--- src/rtl/vga_pkg.sv ---
// rtl/vga_pkg.sv - 800x600@60 timing constants and sync polarity for the VGA pipeline.
// Sync polarity follows VGA_TIMING_SYNC_NEG_EN (defined: active-low syncs).
package vga_pkg;

   localparam int CNT_W = 11;

   localparam int HOR_PIXELS     = 800;
   localparam int HOR_TOTAL_TIME = 1056;
   localparam int HOR_SYNC_START = 840;
   localparam int HOR_SYNC_TIME  = 128;

   localparam int VER_PIXELS     = 600;
   localparam int VER_TOTAL_TIME = 628;
   localparam int VER_SYNC_START = 601;
   localparam int VER_SYNC_TIME  = 4;

`ifdef VGA_TIMING_SYNC_NEG_EN
   localparam logic SYNC_ACT = 1'b0;
`else
   localparam logic SYNC_ACT = 1'b1;
`endif

endpackage

--- src/rtl/itf_vga.sv ---
// rtl/itf_vga.sv - VGA pixel stream bundle passed between timing and draw stages.
interface itf_vga;

   logic [10:0] vcount;
   logic        vsync;
   logic        vblnk;
   logic [10:0] hcount;
   logic        hsync;
   logic        hblnk;
   logic [11:0] rgb;

   modport out (output vcount, vsync, vblnk, hcount, hsync, hblnk, rgb);
   modport in  (input  vcount, vsync, vblnk, hcount, hsync, hblnk, rgb);

endinterface

--- src/rtl/vga_axis_counter.sv ---
// rtl/vga_axis_counter.sv - wrap-at-TOTAL axis counter with registered blank/sync decode.
module vga_axis_counter
   import vga_pkg::*;
#(
   parameter int TOTAL       = HOR_TOTAL_TIME,
   parameter int BLANK_START = HOR_PIXELS,
   parameter int SYNC_START  = HOR_SYNC_START,
   parameter int SYNC_LEN    = HOR_SYNC_TIME
) (
   input  logic             clk,
   input  logic             rst_n,
   input  logic             inc_i,
   output logic [CNT_W-1:0] cnt_o,
   output logic             wrap_o,
   output logic             blank_o,
   output logic             sync_o
);

   localparam logic [CNT_W-1:0] LAST    = CNT_W'(TOTAL - 1);
   localparam logic [CNT_W-1:0] BLANK_LO = CNT_W'(BLANK_START);
   localparam logic [CNT_W-1:0] SYNC_LO = CNT_W'(SYNC_START);
   localparam logic [CNT_W-1:0] SYNC_HI = CNT_W'(SYNC_START + SYNC_LEN);

   logic [CNT_W-1:0] cnt_q, cnt_d;
   logic             blank_q, blank_d;
   logic             sync_q, sync_d;
   logic             at_last;

   assign at_last = (cnt_q == LAST);

   // Decode the value the counter is about to take so flags line up with it.
   always_comb begin
      cnt_d = cnt_q;
      if (inc_i) begin
         cnt_d = at_last ? '0 : cnt_q + CNT_W'(1);
      end
      blank_d = (cnt_d >= BLANK_LO);
      sync_d  = ((cnt_d >= SYNC_LO) && (cnt_d < SYNC_HI)) ? SYNC_ACT : ~SYNC_ACT;
   end

   always_ff @(posedge clk or negedge rst_n) begin
      if (!rst_n) begin
         cnt_q   <= '0;
         blank_q <= 1'b0;
         sync_q  <= ~SYNC_ACT;
      end else begin
         cnt_q   <= cnt_d;
         blank_q <= blank_d;
         sync_q  <= sync_d;
      end
   end

   assign cnt_o   = cnt_q;
   assign wrap_o  = at_last;
   assign blank_o = blank_q;
   assign sync_o  = sync_q;

endmodule

--- src/rtl/vga_timing_gen.sv ---
// rtl/vga_timing_gen.sv - VGA timing source with frame strobe and frame counter.
// Sync polarity selected by VGA_TIMING_SYNC_NEG_EN.
module vga_timing_gen
   import vga_pkg::*;
#(
   parameter int H_ACTIVE    = HOR_PIXELS,
   parameter int H_FP        = HOR_SYNC_START - HOR_PIXELS,
   parameter int H_SYNC      = HOR_SYNC_TIME,
   parameter int H_BP        = HOR_TOTAL_TIME - HOR_SYNC_START - HOR_SYNC_TIME,
   parameter int V_ACTIVE    = VER_PIXELS,
   parameter int V_FP        = VER_SYNC_START - VER_PIXELS,
   parameter int V_SYNC      = VER_SYNC_TIME,
   parameter int V_BP        = VER_TOTAL_TIME - VER_SYNC_START - VER_SYNC_TIME,
   parameter int FRAME_CNT_W = 16
) (
   input  logic                   clk,
   input  logic                   rst_n,
   input  logic                   en,
   itf_vga.out                    out,
   output logic                   frame_start,
   output logic [FRAME_CNT_W-1:0] frame_cnt
);

   localparam int H_TOTAL = H_ACTIVE + H_FP + H_SYNC + H_BP;
   localparam int V_TOTAL = V_ACTIVE + V_FP + V_SYNC + V_BP;

   logic [CNT_W-1:0] hcount, vcount;
   logic             h_wrap, v_wrap;
   logic             hblnk, vblnk, hsync, vsync;

   vga_axis_counter #(
      .TOTAL       (H_TOTAL),
      .BLANK_START (H_ACTIVE),
      .SYNC_START  (H_ACTIVE + H_FP),
      .SYNC_LEN    (H_SYNC)
   ) u_hor (
      .clk     (clk),
      .rst_n   (rst_n),
      .inc_i   (en),
      .cnt_o   (hcount),
      .wrap_o  (h_wrap),
      .blank_o (hblnk),
      .sync_o  (hsync)
   );

   vga_axis_counter #(
      .TOTAL       (V_TOTAL),
      .BLANK_START (V_ACTIVE),
      .SYNC_START  (V_ACTIVE + V_FP),
      .SYNC_LEN    (V_SYNC)
   ) u_ver (
      .clk     (clk),
      .rst_n   (rst_n),
      .inc_i   (en & h_wrap),
      .cnt_o   (vcount),
      .wrap_o  (v_wrap),
      .blank_o (vblnk),
      .sync_o  (vsync)
   );

   logic                   frame_start_q, frame_start_d;
   logic [FRAME_CNT_W-1:0] frame_cnt_q, frame_cnt_d;

   // The strobe is recomputed every edge, so a disabled edge always clears it.
   always_comb begin
      frame_start_d = en & h_wrap & v_wrap;
      frame_cnt_d   = frame_cnt_q;
      if (frame_start_d) begin
         frame_cnt_d = frame_cnt_q + FRAME_CNT_W'(1);
      end
   end

   always_ff @(posedge clk or negedge rst_n) begin
      if (!rst_n) begin
         frame_start_q <= 1'b0;
         frame_cnt_q   <= '0;
      end else begin
         frame_start_q <= frame_start_d;
         frame_cnt_q   <= frame_cnt_d;
      end
   end

   assign out.hcount  = hcount;
   assign out.vcount  = vcount;
   assign out.hblnk   = hblnk;
   assign out.vblnk   = vblnk;
   assign out.hsync   = hsync;
   assign out.vsync   = vsync;
   assign out.rgb     = 12'h000;
   assign frame_start = frame_start_q;
   assign frame_cnt   = frame_cnt_q;

endmodule

--- src/flat_wrapper.sv ---
// flat-port wrapper written by rule: the top's interface ports become plain ports
module vga_timing_gen_flat import vga_pkg::*;
#(
   parameter int H_ACTIVE    = HOR_PIXELS,
   parameter int H_FP        = HOR_SYNC_START - HOR_PIXELS,
   parameter int H_SYNC      = HOR_SYNC_TIME,
   parameter int H_BP        = HOR_TOTAL_TIME - HOR_SYNC_START - HOR_SYNC_TIME,
   parameter int V_ACTIVE    = VER_PIXELS,
   parameter int V_FP        = VER_SYNC_START - VER_PIXELS,
   parameter int V_SYNC      = VER_SYNC_TIME,
   parameter int V_BP        = VER_TOTAL_TIME - VER_SYNC_START - VER_SYNC_TIME,
   parameter int FRAME_CNT_W = 16
)
  (clk, rst_n, en, frame_start, frame_cnt, out_vcount, out_vsync, out_vblnk, out_hcount, out_hsync, out_hblnk, out_rgb);
  itf_vga out_i ();
  input  logic clk;
  input  logic rst_n;
  input  logic en;
  output logic frame_start;
  output logic [FRAME_CNT_W-1:0] frame_cnt;
  output wire logic [$bits(out_i.vcount)-1:0] out_vcount;
  output wire logic [$bits(out_i.vsync)-1:0] out_vsync;
  output wire logic [$bits(out_i.vblnk)-1:0] out_vblnk;
  output wire logic [$bits(out_i.hcount)-1:0] out_hcount;
  output wire logic [$bits(out_i.hsync)-1:0] out_hsync;
  output wire logic [$bits(out_i.hblnk)-1:0] out_hblnk;
  output wire logic [$bits(out_i.rgb)-1:0] out_rgb;
  assign out_vcount = out_i.vcount;
  assign out_vsync = out_i.vsync;
  assign out_vblnk = out_i.vblnk;
  assign out_hcount = out_i.hcount;
  assign out_hsync = out_i.hsync;
  assign out_hblnk = out_i.hblnk;
  assign out_rgb = out_i.rgb;
  vga_timing_gen #(.H_ACTIVE(H_ACTIVE), .H_FP(H_FP), .H_SYNC(H_SYNC), .H_BP(H_BP), .V_ACTIVE(V_ACTIVE), .V_FP(V_FP), .V_SYNC(V_SYNC), .V_BP(V_BP), .FRAME_CNT_W(FRAME_CNT_W)) u_core (.clk(clk), .rst_n(rst_n), .en(en), .out(out_i), .frame_start(frame_start), .frame_cnt(frame_cnt));
endmodule
--- config.mk ---
export PLATFORM = sky130hd
export DESIGN_NAME = vga_timing_gen_flat
export DESIGN_NICKNAME = d
export VERILOG_FILES = /design/src/rtl/vga_pkg.sv /design/src/rtl/itf_vga.sv /design/src/rtl/vga_axis_counter.sv /design/src/rtl/vga_timing_gen.sv /design/src/flat_wrapper.sv
export SDC_FILE = /design/constraint.sdc
export NUM_CORES = 1
export LEC_CHECK = 0
export CAP_MARGIN = 20
export CORE_AREA = 2 2 109 79
export DETAILED_ROUTE_END_ITERATION = 10
export DIE_AREA = 0 0 111 81
export PLACE_DENSITY = 0.5
export SYNTH_ARGS = -nofsm -noshare
export SYNTH_HDL_FRONTEND = slang
export SYNTH_SLANG_ARGS = --single-unit
--- constraint.sdc ---
create_clock -name clk -period 3.4 [get_ports clk]
set_input_delay 0.68 -clock clk [delete_from_list [all_inputs] [get_ports clk]]
set_output_delay 0.68 -clock clk [all_outputs]
set_load 0.01 [all_outputs]
==> summary.md <==
| Metric | Value |
|---|---|
| Num Clock Sinks | `43` |
| Number of max-cap violations | `0` |
| GR Util met1 | `18.9%` |
| Yosys Warn Count | `0` |
| Drt wl/cell | `14.0 µm` |
| Fin. Hold Viols | `0` |
| Number of library cell types mapped by synthesis | `46` |
| HPWL after detailed placement | `3960 µm` |
| Drt first pass iters | `4` |
| Area contributors post-synth | `dfrtp_1, xnor2_1, buf_4` |
| Post-route ant nets | `0` |
| CP Class | `input pin to flop` |
| Combinational share of power | `16.0%` |
| Drt drc | `0` |
| Worst Setup Start Kind | `input pin` |
| Final WL | `5320 µm` |
| Post-CTS sizing | `0` |
| Number of flops mapped to enable cells by yosys | `0` |
| Slew Limit Fails | `0` |
| Critical Path End Type | `flop` |
| Die X | `111 µm` |
| R2R cell count | `7` |
| Layout cells sized above 1 | `9.06%` |
| Ports | `58` |
| NumNets Final | `282` |
| Leak pwr | `1.30 nW` |
| Via count | `1,795` |
| CP arrival | `2.86 ns` |
| CP required | `3.59 ns` |
| Worst Setup SP | `en` |
| Clock Skew | `0.00341 ns` |
| Synth async-reset ratio | `100%` |
| Seq pwr share | `45.9%` |
| R2R Path Start | `u_core.u_ver.cnt_o[0]` |
| VDD IR max | `0.177 mV` |
| DRT iter0 DRCs | `180` |
| RSZ-0062 raised after global routing | `no` |
| Buffers added on ports | `45` |
| CP Max Fanout | `11` |
| Post-route cell area | `3000 µm²` |
| GRT Total Usage | `12.3%` |
| First-pass GRT wire length | `8740 µm` |
| Ant diodes | `0` |
| Worst setup path endpoint | `u_core.u_ver.blank_o` |
| Top cells by count, synth | `dfrtp_1, nand2_1, xnor2_1, nor2_1, nand3_1` |
| Count leader, synth | `dfrtp_1` |
| CTS Buf Count | `5` |
| Fmax achieved | `374 MHz` |
| Cells after synthesis | `231` |
| Clock tree root buffer cell | `clkbuf_16` |
| Fin crit period | `2.67 ns` |
| Crit path cell chain | `clkdlybuf4s50_1 > and3_1 > nand3_2 > buf_4 > nor4_1 > xor2_1 > nor2_1 > a31oi_1` |
| CTS Buffer Depth | `2` |
| Area leader, netlist | `dfrtp_1` |
| Final Cycle Share | `78.6%` |
| Slowest-stage cell, CP | `clkdlybuf4s50_1` |
| CTS tree | `built` |
| Status | `finished, final reports clean` |
| Die H | `81 µm` |
| M2 GR Usage | `16.1%` |
| Netlist Area Pre-Place | `2340 µm²` |
| Power Density | `456 nW/µm²` |
| Vias per inst | `4.71` |
| Initial antenna violation count | `0` |
| Met3 Use GR | `3.06%` |
| Die Footprint | `8990 µm²` |
| Slowest stage delay, CP | `0.48 ns` |
| PnR Total Power | `1.37 mW` |
| GPL Wtd Cong | `0.860` |
| Sequential fraction of the synthesis area | `45.9%` |
| Largest net degree at the start of global routing | `44` |
| Switching part of the total | `26.4%` |
| Starting Density | `29.0%` |
| Prevailing post-synth register cell | `dfrtp_1` |
| CTS H-tree lvls | `2` |
| Core Box Area | `8090 µm²` |
| Setup TNS | `0 ns` |
| Worst-Skew Late Latency | `0.28 ns` |
| Worst hold path type | `flop to flop` |
| NetSw | `362 µW` |
| Top cell type's share of synthesized area | `45.9%` |
| R2r setup slk | `0.90 ns` |
| Clk slew on worst S/H paths | `0.06 ns` |
| Number of core rows | `28` |
| Clock power frac | `38.1%` |
| Setup-failing EPs final | `0` |
| Worst Max-Slew Pin Slew | `0.976 ns` |
| Area after DPL | `2840 µm²` |
| CTS Hold Bufs | `0` |
| Area Overhead vs Synth | `28.1%` |
| Cell Int Power | `1.01 mW` |
| Crit Reg-Reg Endpoint | `u_core.frame_cnt[13]` |
| Synthesized flop and latch total | `43` |
| GRT overflow | `0` |
| Post-CTS setup buffer count | `0` |
| GR peak layer | `met1` |
| Headroom to the max-slew limit | `34.9%` |
| Synth Area per Inst | `10.1 µm²` |
| Number of global-route vias before repair | `1,671` |
==> sequential cells by signal, summed over array words and instances, names as in the netlist <==
name and count:
u_core.frame_cnt 16, u_core.frame_start 1, u_core.u_hor.blank_o 1, u_core.u_hor.cnt_o 11, u_core.u_hor.sync_o 1, u_core.u_ver.blank_o 1, u_core.u_ver.cnt_o 11, u_core.u_ver.sync_o 1
==> cells in the final DEF, fill, tap and decap left out, types with 2 or more instances in the layout <==
cell	n
a21oi_1	3
a31oi_1	6
and3_1	6
and4_1	7
buf_4	3
clkbuf_16	5
clkdlybuf4s50_1	44
conb_1	12
dfrtp_1	43
ha_1	3
inv_1	6
mux2_2	3
nand2_1	24
nand3_1	14
nand4_1	10
nor2_1	15
nor2b_1	2
nor3_1	4
nor4_1	2
o21ai_0	4
or3_4	3
xnor2_1	24
xor2_1	8
==> critical path, delay by kind of cell <==
family | cells | cell delay (ns)
and+or+nand+nor | 4 | 1.08
xor gates and xnor gates | 1 | 0.22
AOI/OAI and AO/OA | 1 | 0.18
buffers and inverters | 2 | 0.69
==> kinds of logic after synthesis <==
group / share of synthesized area (%)
mux: 1.44
other cells: 0.160
buf+inv: 6.94
xor+xnor: 12.0
compound gates: 7.42
fa+ha+maj: 1.60
simple gates: 24.6
flops: 45.9
==> metrics by stage <==
stage          cells  hold WS (ns)  setup WS [ns]  util, %
3_3_place_gp     374         0.482          0.475     35.1
5_1_grt          381         0.514          0.493     37.1
6_report         381         0.469          0.727     37.1
2_1_floorplan    242         0.384           1.12        -
4_1_cts          381         0.478          0.750     37.1
3_5_place_dp     374         0.470          0.458     35.1
==> layer usage <==
layer	routed length [µm]	share of wire (%)
met4	87	1.6
met2	2100	39
met3	312	5.9
met1	2820	53
met5	0	0
==> how the worst min path moves through the flow <==
stage	from	endpoint	cells past startpoint
2_1_floorplan	rst_n	u_core.frame_cnt[0]	0
3_3_place_gp	u_core.frame_cnt[8]	u_core.frame_cnt[8]	1
3_5_place_dp	u_core.frame_cnt[15]	u_core.frame_cnt[15]	1
4_1_cts	u_core.frame_cnt[15]	u_core.frame_cnt[15]	1
5_1_grt	u_core.frame_cnt[15]	u_core.frame_cnt[15]	1
6_report	u_core.frame_cnt[15]	u_core.frame_cnt[15]	1
==> cell type report <==
type / instances / area [µm²]
inverter: 6 / 22.5
multi-input combinational: 172 / 1150
clock inverter: 1 / 30.0
fill: 821 / 5090
tap: 105 / 131
clock buffer: 6 / 129
timing repair buffer: 48 / 468
sequential: 43 / 1080
==> power groups by stage <==
stage          Sequential (mW)  Combinational, mW  Clock [mW]
6_report                 0.629              0.219       0.522
2_1_floorplan            0.610              0.149           0
3_5_place_dp             0.636              0.221           0
4_1_cts                  0.627              0.222       0.540
5_1_grt                  0.637              0.239       0.566
3_3_place_gp             0.636              0.216           0
(Power assumes the default switching activity.)
